File: config.mk
export PLATFORM = sky130hd
export DESIGN_NAME = ps2_key_event_fifo
export DESIGN_NICKNAME = d
export VERILOG_FILES = /design/src/rtl/ps2_key_event_fifo.sv
export SDC_FILE = /design/constraint.sdc
export NUM_CORES = 1
export LEC_CHECK = 0
export CAP_MARGIN = 20
export CORE_ASPECT_RATIO = 1.2
export CORE_UTILIZATION = 45
export CTS_BUF_LIST = sky130_fd_sc_hd__clkbuf_8 sky130_fd_sc_hd__clkbuf_16
export CTS_CLUSTER_DIAMETER = 80
export CTS_CLUSTER_SIZE = 20
export DETAILED_ROUTE_END_ITERATION = 16
export MAX_ROUTING_LAYER = met4
export PLACE_DENSITY_LB_ADDON = 0.25
export RECOVER_POWER = 50
export SLEW_MARGIN = 20
export SYNTH_ARGS = -nofsm -noshare
export SYNTH_HDL_FRONTEND = slang
export SYNTH_SLANG_ARGS = --single-unit
File: constraint.sdc
create_clock -name clk -period 4 [get_ports clk]
set_input_delay 1.2 -clock clk [delete_from_list [all_inputs] [get_ports clk]]
set_output_delay 1.2 -clock clk [all_outputs]
set_load 0.005 [all_outputs]
File: src/rtl/ps2_key_event_fifo.sv
// PS/2 key-event engine: parses make/break/E0 scan-code bytes, flags typematic
// repeats against a small held-key table and queues events in a FWFT FIFO.
module ps2_key_event_fifo #(
    parameter int FIFO_DEPTH = 8,
    parameter int CNT_W      = 8,
    parameter int HOLD_SLOTS = 4
) (
    input  logic                              clk,
    input  logic                              rst,
    input  logic [7:0]                        rx_data,
    input  logic                              rx_ready,
    input  logic                              rx_overflow,
    output logic                              rx_nextdata_n,
    output logic [10:0]                       ev_data,
    output logic                              ev_valid,
    input  logic                              ev_ready,
    output logic [$clog2(FIFO_DEPTH):0]       ev_count,
    output logic                              ev_lost,
    output logic                              proto_err,
    output logic                              held_ovf,
    output logic                              rx_ovf_seen,
    output logic [CNT_W-1:0]                  press_cnt,
    output logic [$clog2(HOLD_SLOTS+1)-1:0]   held_cnt,
    output logic [7:0]                        last_code
);
    localparam int AW = $clog2(FIFO_DEPTH);
    localparam int CW = AW + 1;
    localparam int HW = $clog2(HOLD_SLOTS + 1);
    localparam int SW = (HOLD_SLOTS > 1) ? $clog2(HOLD_SLOTS) : 1;

    localparam logic [7:0] B_EXT = 8'hE0;
    localparam logic [7:0] B_BRK = 8'hF0;

    typedef enum logic [1:0] {S_IDLE, S_EXT, S_BRK, S_EXT_BRK} state_t;

    state_t state_q, state_d;
    logic [1:0] holdoff_q, holdoff_d;
    logic       nd_q;
    logic       take;

    logic       emit, ev_brk, ev_ext, rep;
    logic       perr_d, perr_q;
    logic       hovf_d, hovf_q;
    logic       lost_d, lost_q;
    logic       ovf_q;

    logic [HOLD_SLOTS-1:0]       vld_q, vld_d;
    logic [HOLD_SLOTS-1:0][8:0]  key_q, key_d;
    logic [8:0]                  key;
    logic                        hit, has_free;
    logic [SW-1:0]               hit_idx, free_idx;
    logic [HW-1:0]               held_c;

    logic [CNT_W-1:0] press_q, press_d;
    logic [7:0]       last_q, last_d;

    logic [10:0]   mem_q [FIFO_DEPTH];
    logic [AW-1:0] wr_q, rd_q;
    logic [CW-1:0] cnt_q, cnt_d;
    logic          full, pop, push_ok;
    logic [10:0]   ev_word;

    // Byte acceptance: one byte, then two dead cycles while the receiver advances.
    assign take = rx_ready && (holdoff_q == 2'd0);

    always_comb begin
        holdoff_d = holdoff_q;
        if (take)
            holdoff_d = 2'd2;
        else if (holdoff_q != 2'd0)
            holdoff_d = holdoff_q - 2'd1;
    end

    always_comb begin
        state_d = state_q;
        emit    = 1'b0;
        ev_brk  = 1'b0;
        ev_ext  = 1'b0;
        perr_d  = 1'b0;
        if (take) begin
            case (state_q)
                S_IDLE: begin
                    if (rx_data == B_EXT)      state_d = S_EXT;
                    else if (rx_data == B_BRK) state_d = S_BRK;
                    else                       emit = 1'b1;
                end
                S_EXT: begin
                    if (rx_data == B_BRK) state_d = S_EXT_BRK;
                    else if (rx_data != B_EXT) begin
                        emit    = 1'b1;
                        ev_ext  = 1'b1;
                        state_d = S_IDLE;
                    end
                end
                S_BRK, S_EXT_BRK: begin
                    state_d = S_IDLE;
                    if (rx_data == B_EXT || rx_data == B_BRK) begin
                        perr_d = 1'b1;
                    end else begin
                        emit   = 1'b1;
                        ev_brk = 1'b1;
                        ev_ext = (state_q == S_EXT_BRK);
                    end
                end
                default: state_d = S_IDLE;
            endcase
        end
    end

    assign key = {ev_ext, rx_data};

    // Descending scan so the lowest-index free slot wins.
    always_comb begin
        hit      = 1'b0;
        hit_idx  = '0;
        has_free = 1'b0;
        free_idx = '0;
        for (int i = HOLD_SLOTS - 1; i >= 0; i--) begin
            if (vld_q[i] && key_q[i] == key) begin
                hit     = 1'b1;
                hit_idx = SW'(i);
            end
            if (!vld_q[i]) begin
                has_free = 1'b1;
                free_idx = SW'(i);
            end
        end
    end

    always_comb begin
        held_c = '0;
        for (int i = 0; i < HOLD_SLOTS; i++)
            held_c = held_c + HW'(vld_q[i]);
    end

    always_comb begin
        vld_d   = vld_q;
        key_d   = key_q;
        press_d = press_q;
        last_d  = last_q;
        hovf_d  = 1'b0;
        rep     = 1'b0;
        if (emit && !ev_brk) begin
            last_d = rx_data;
            if (hit) begin
                rep = 1'b1;
            end else begin
                press_d = press_q + CNT_W'(1);
                if (has_free) begin
                    vld_d[free_idx] = 1'b1;
                    key_d[free_idx] = key;
                end else begin
                    hovf_d = 1'b1;
                end
            end
        end else if (emit && ev_brk && hit) begin
            vld_d[hit_idx] = 1'b0;
            if (held_c == HW'(1))
                last_d = 8'h00;
        end
    end

    // A full FIFO still accepts a push when the head leaves in the same cycle.
    assign ev_word = {ev_brk, rep, ev_ext, rx_data};
    assign full    = (cnt_q == CW'(FIFO_DEPTH));
    assign pop     = ev_ready && (cnt_q != '0);
    assign push_ok = emit && (!full || pop);
    assign lost_d  = emit && full && !pop;

    always_comb begin
        cnt_d = cnt_q;
        if (push_ok && !pop)      cnt_d = cnt_q + CW'(1);
        else if (!push_ok && pop) cnt_d = cnt_q - CW'(1);
    end

    always_ff @(posedge clk) begin
        if (push_ok)
            mem_q[wr_q] <= ev_word;
    end

    always_ff @(posedge clk or posedge rst) begin
        if (rst) begin
            state_q   <= S_IDLE;
            holdoff_q <= 2'd0;
            nd_q      <= 1'b1;
            perr_q    <= 1'b0;
            hovf_q    <= 1'b0;
            lost_q    <= 1'b0;
            ovf_q     <= 1'b0;
            vld_q     <= '0;
            key_q     <= '0;
            press_q   <= '0;
            last_q    <= 8'h00;
            wr_q      <= '0;
            rd_q      <= '0;
            cnt_q     <= '0;
        end else begin
            state_q   <= state_d;
            holdoff_q <= holdoff_d;
            nd_q      <= !take;
            perr_q    <= perr_d;
            hovf_q    <= hovf_d;
            lost_q    <= lost_d;
            ovf_q     <= ovf_q | rx_overflow;
            vld_q     <= vld_d;
            key_q     <= key_d;
            press_q   <= press_d;
            last_q    <= last_d;
            cnt_q     <= cnt_d;
            if (push_ok) wr_q <= wr_q + AW'(1);
            if (pop)     rd_q <= rd_q + AW'(1);
        end
    end

    assign rx_nextdata_n = nd_q;
    assign ev_data       = mem_q[rd_q];
    assign ev_valid      = (cnt_q != '0);
    assign ev_count      = cnt_q;
    assign ev_lost       = lost_q;
    assign proto_err     = perr_q;
    assign held_ovf      = hovf_q;
    assign rx_ovf_seen   = ovf_q;
    assign press_cnt     = press_q;
    assign held_cnt      = held_c;
    assign last_code     = last_q;

endmodule

==> impl_metrics.csv <==
group,metric,value,unit
outcome,status,"finished, final reports clean",
critical_path,critPathKind,"primary input to register",
clock_tree,postCtsSetupRepairBufs,0,
critical_path,cpPeakStageDelay,0.76,ns
critical_path,path_cells,"dlygate4sd3_1, clkbuf_1, xor2_1, nor4_1, nand4_1, buf_4, and4_4, nand4_4, mux2_4",
floorplanning,die_x,118,um
final_layout,final_cell_area,0.00880,sq mm
global_route,grt_max_degree,29,
timing,setup_viol,0,
global_route,grt_pass1_wl,24400,um
logic_synthesis,yosys-top-cells-count,"edfxtp_1, dfrtp_1, nand2_1, xnor2_1, mux2_4",
floorplanning,dieArea,0.0166,sq mm
final_layout,final_nets,580,
logic_synthesis,ys_warn_count,0,
timing,fin_skew,0.0140,ns
logic_synthesis,syn_avg_cell_area,15.7,sq um
clock_tree,cts_buffer_depth,2,
hold_path,min_path_type,"register to register",
clock_tree,ctsResizeCount,0,
place,gp_congestion,0.836,
critical_path,worst_ep_arrival_time,4.08,ns
final_layout,syn_to_final_growth,22.0,%
routing,route.detailed.drc,0,
critical_path,path_buf_inv,3,
final_layout,fin_util,56.3,%
timing,tns,0,ns
logic_synthesis,synth-xor-area-share,6.19,%
critical_path,critPathMaxFanout,11,
logic_synthesis,syn_area,0.00722,sq mm
timing,finalHoldViolCount,0,
routing,avgRoutedWirePerCell,19.3,um
critical_path,cp_data_required_time,4.30,ns
logic_synthesis,synthDistinctLibCells,49,
timing,slew_headroom,12.3,%
final_layout,num_antenna_cells,0,
final_layout,multi_input_area,0.00254,sq mm
clock_tree,cts_root_buf,"clkbuf_16",
critical_path,cp_slowest_cell,"dlygate4sd3_1",
final_layout,nFillCells,1275,
logic_synthesis,synthArstFlopShare,46.0,%
critical_path,critPathCaptureType,"register",
timing,hold_slack,0.460,ns
logic_synthesis,syn_nets,486,
critical_path,critical_path.top_delay_family,"buffers and inverters",
logic_synthesis,synthesis.instances,461,
logic_synthesis,synth_top_area_cell,"edfxtp_1",
routing,firstDrtPassIters,4,
logic_synthesis,ys_top_cells_by_area,"edfxtp_1, dfrtp_1, mux4_2",
floorplanning,start_util,46.1,%
place,portBuffers,52,
routing,postRouteAntennaNets,0,
logic_synthesis,synth_top_area_share,36.6,%
floorplanning,rows,50,
routing,viasPerCell,5.28,
timing,maxSlewViolCount,0,
power,peakVddDrop,325,uV
place,dp_slack,-0.192,ns
global_route,grt_use_total,20.3,%
logic_synthesis,synth_compound_area_share,2.12,%
global_route,grt_pass1_vias,4472,
timing,worstMarginPinSlew,1.32,ns
logic_synthesis,yosysSeqAreaShare,62.6,%
floorplanning,ioPinCount,53,
power,power_density,694,mW/mm^2
run,cap_violations,0,
logic_synthesis,synth.mux.area_fraction,16.2,%
timing,finalCriticalPeriod,3.77,ns
timing,post-route-period-util,94.3,%
clock_tree,numCtsBuffers,17,
logic_synthesis,synth_edf_count,88,
clock_tree,cts_tree,"done",
logic_synthesis,ys.flop_type,"edfxtp_1",
place,dp_hpwl,10000,um
logic_synthesis,synth_fa_ha_area_share,2.29,%
clock_tree,clkSlewWorstSetupHoldPaths,0.06,ns
timing,setup_slack,0.226,ns
final_layout,seqCellArea,0.00452,sq mm
floorplanning,core,0.0156,sq mm
logic_synthesis,ys_ff_latch,163,
power,p_leak,3.51,nW
place,postPlaceCellArea,0.00824,sq mm
logic_synthesis,synth_top_family_by_area,"multiplexers",
routing,via_count,4096,
clock_tree,cts.sinks,163,
clock_tree,hold_buffers,0,
global_route,antenna_found_initial,0,
floorplanning,fp.dieH,141,um
final_layout,drive_above_1_share,25.9,%
global_route,grt_overflow_total,0,
routing,wirelength,15000,um
critical_path,cp-start-kind,"primary input",
logic_synthesis,yosysMostFrequentCell,"edfxtp_1",
logic_synthesis,yosys.area_share.simple,8.41,%
routing,drt_iter0_markers,367,
clock_tree,h-tree-depth,4,
clock_tree,insertion_delay,0.43,ns
timing,rsz0062_at_grt,"no",
timing,max_freq,265,MHz
[kinds of logic after synthesis]
group,count (synthesis)
simple gates,111
xor+xnor,51
buf+inv,29
fa+ha+maj,12
flops,163
compound gates,22
mux,73
[registers in the layout, summed over array words and instances, names as in the netlist]
register and cells:
ev_count 4, ev_lost 1, held_ovf 1, holdoff_q 2
key_q 36, last_code 8, mem_q 88, press_cnt 8
proto_err 1, rd_q 3, rx_nextdata_n 1, rx_ovf_seen 1
state_q 2, vld_q 4, wr_q 3
[per-layer routing]
metal / share of wire (%) / track usage, % / vias to the layer above
met3: 3.2 / 4.05 / 18
met2: 52 / 34.5 / 85
met5: 0 / - / -
li1: - / - / 1890
met1: 43 / 24.0 / 2103
met4: 1.6 / 7.56 / 0
[where the power goes]
part           internal (W)  total [W]  switching [W]
combinational       0.00122    0.00201       0.000793
sequential          0.00214    0.00246       0.000319
clock              0.000937    0.00164       0.000704
total               0.00430    0.00611        0.00182
[layout make-up]
cell class	instances	area share [%]
multi-input cells	269	28.9
well taps	208	2.96
repair buffers	96	9.64
clock buffers	17	4.83
clock inverters	15	2.00
flip-flops and latches	163	51.4
inverters	8	0.355
[stage by stage]
stage	total power, W	cells
5_1_grt	0.00644	776
2_1_floorplan	0.00372	461
6_report	0.00611	776
4_1_cts	0.00621	776
3_5_place_dp	0.00456	744
3_3_place_gp	0.00449	744
[placed cells by master, fill, tap and decap left out, types with 19 or more instances in the layout]
| cell | count |
|---|---|
| edfxtp_1 | 88 |
| dfrtp_1 | 74 |
| nand2_1 | 37 |
| dlygate4sd3_1 | 35 |
| xnor2_1 | 34 |
| buf_4 | 30 |
| mux2_4 | 27 |
| mux2_2 | 22 |
| mux4_2 | 22 |
| nor2_1 | 19 |
[worst paths after layout]
kind | start | end | slack [ns] | depth (start not counted)
worst max-delay path | rx_data[7] | key_q[15]$_DFFE_PP0P_ | 0.23 | 9
worst min-delay path | rx_ovf_seen$_DFF_PP0_ | rx_ovf_seen$_DFF_PP0_ | 0.46 | 1
worst max register to register | holdoff_q[0]$_DFFE_PP0P_ | key_q[15]$_DFFE_PP0P_ | 1.09 | 9
worst min register to register | rx_ovf_seen$_DFF_PP0_ | rx_ovf_seen$_DFF_PP0_ | 0.46 | 1
max in group asynchronous | rst | key_q[2]$_DFFE_PP0P_ | 0.89 | 3
min in group asynchronous | rst | last_code[4]$_DFFE_PP0P_ | 1.42 | 2
Power figures use the tool's default switching activity.
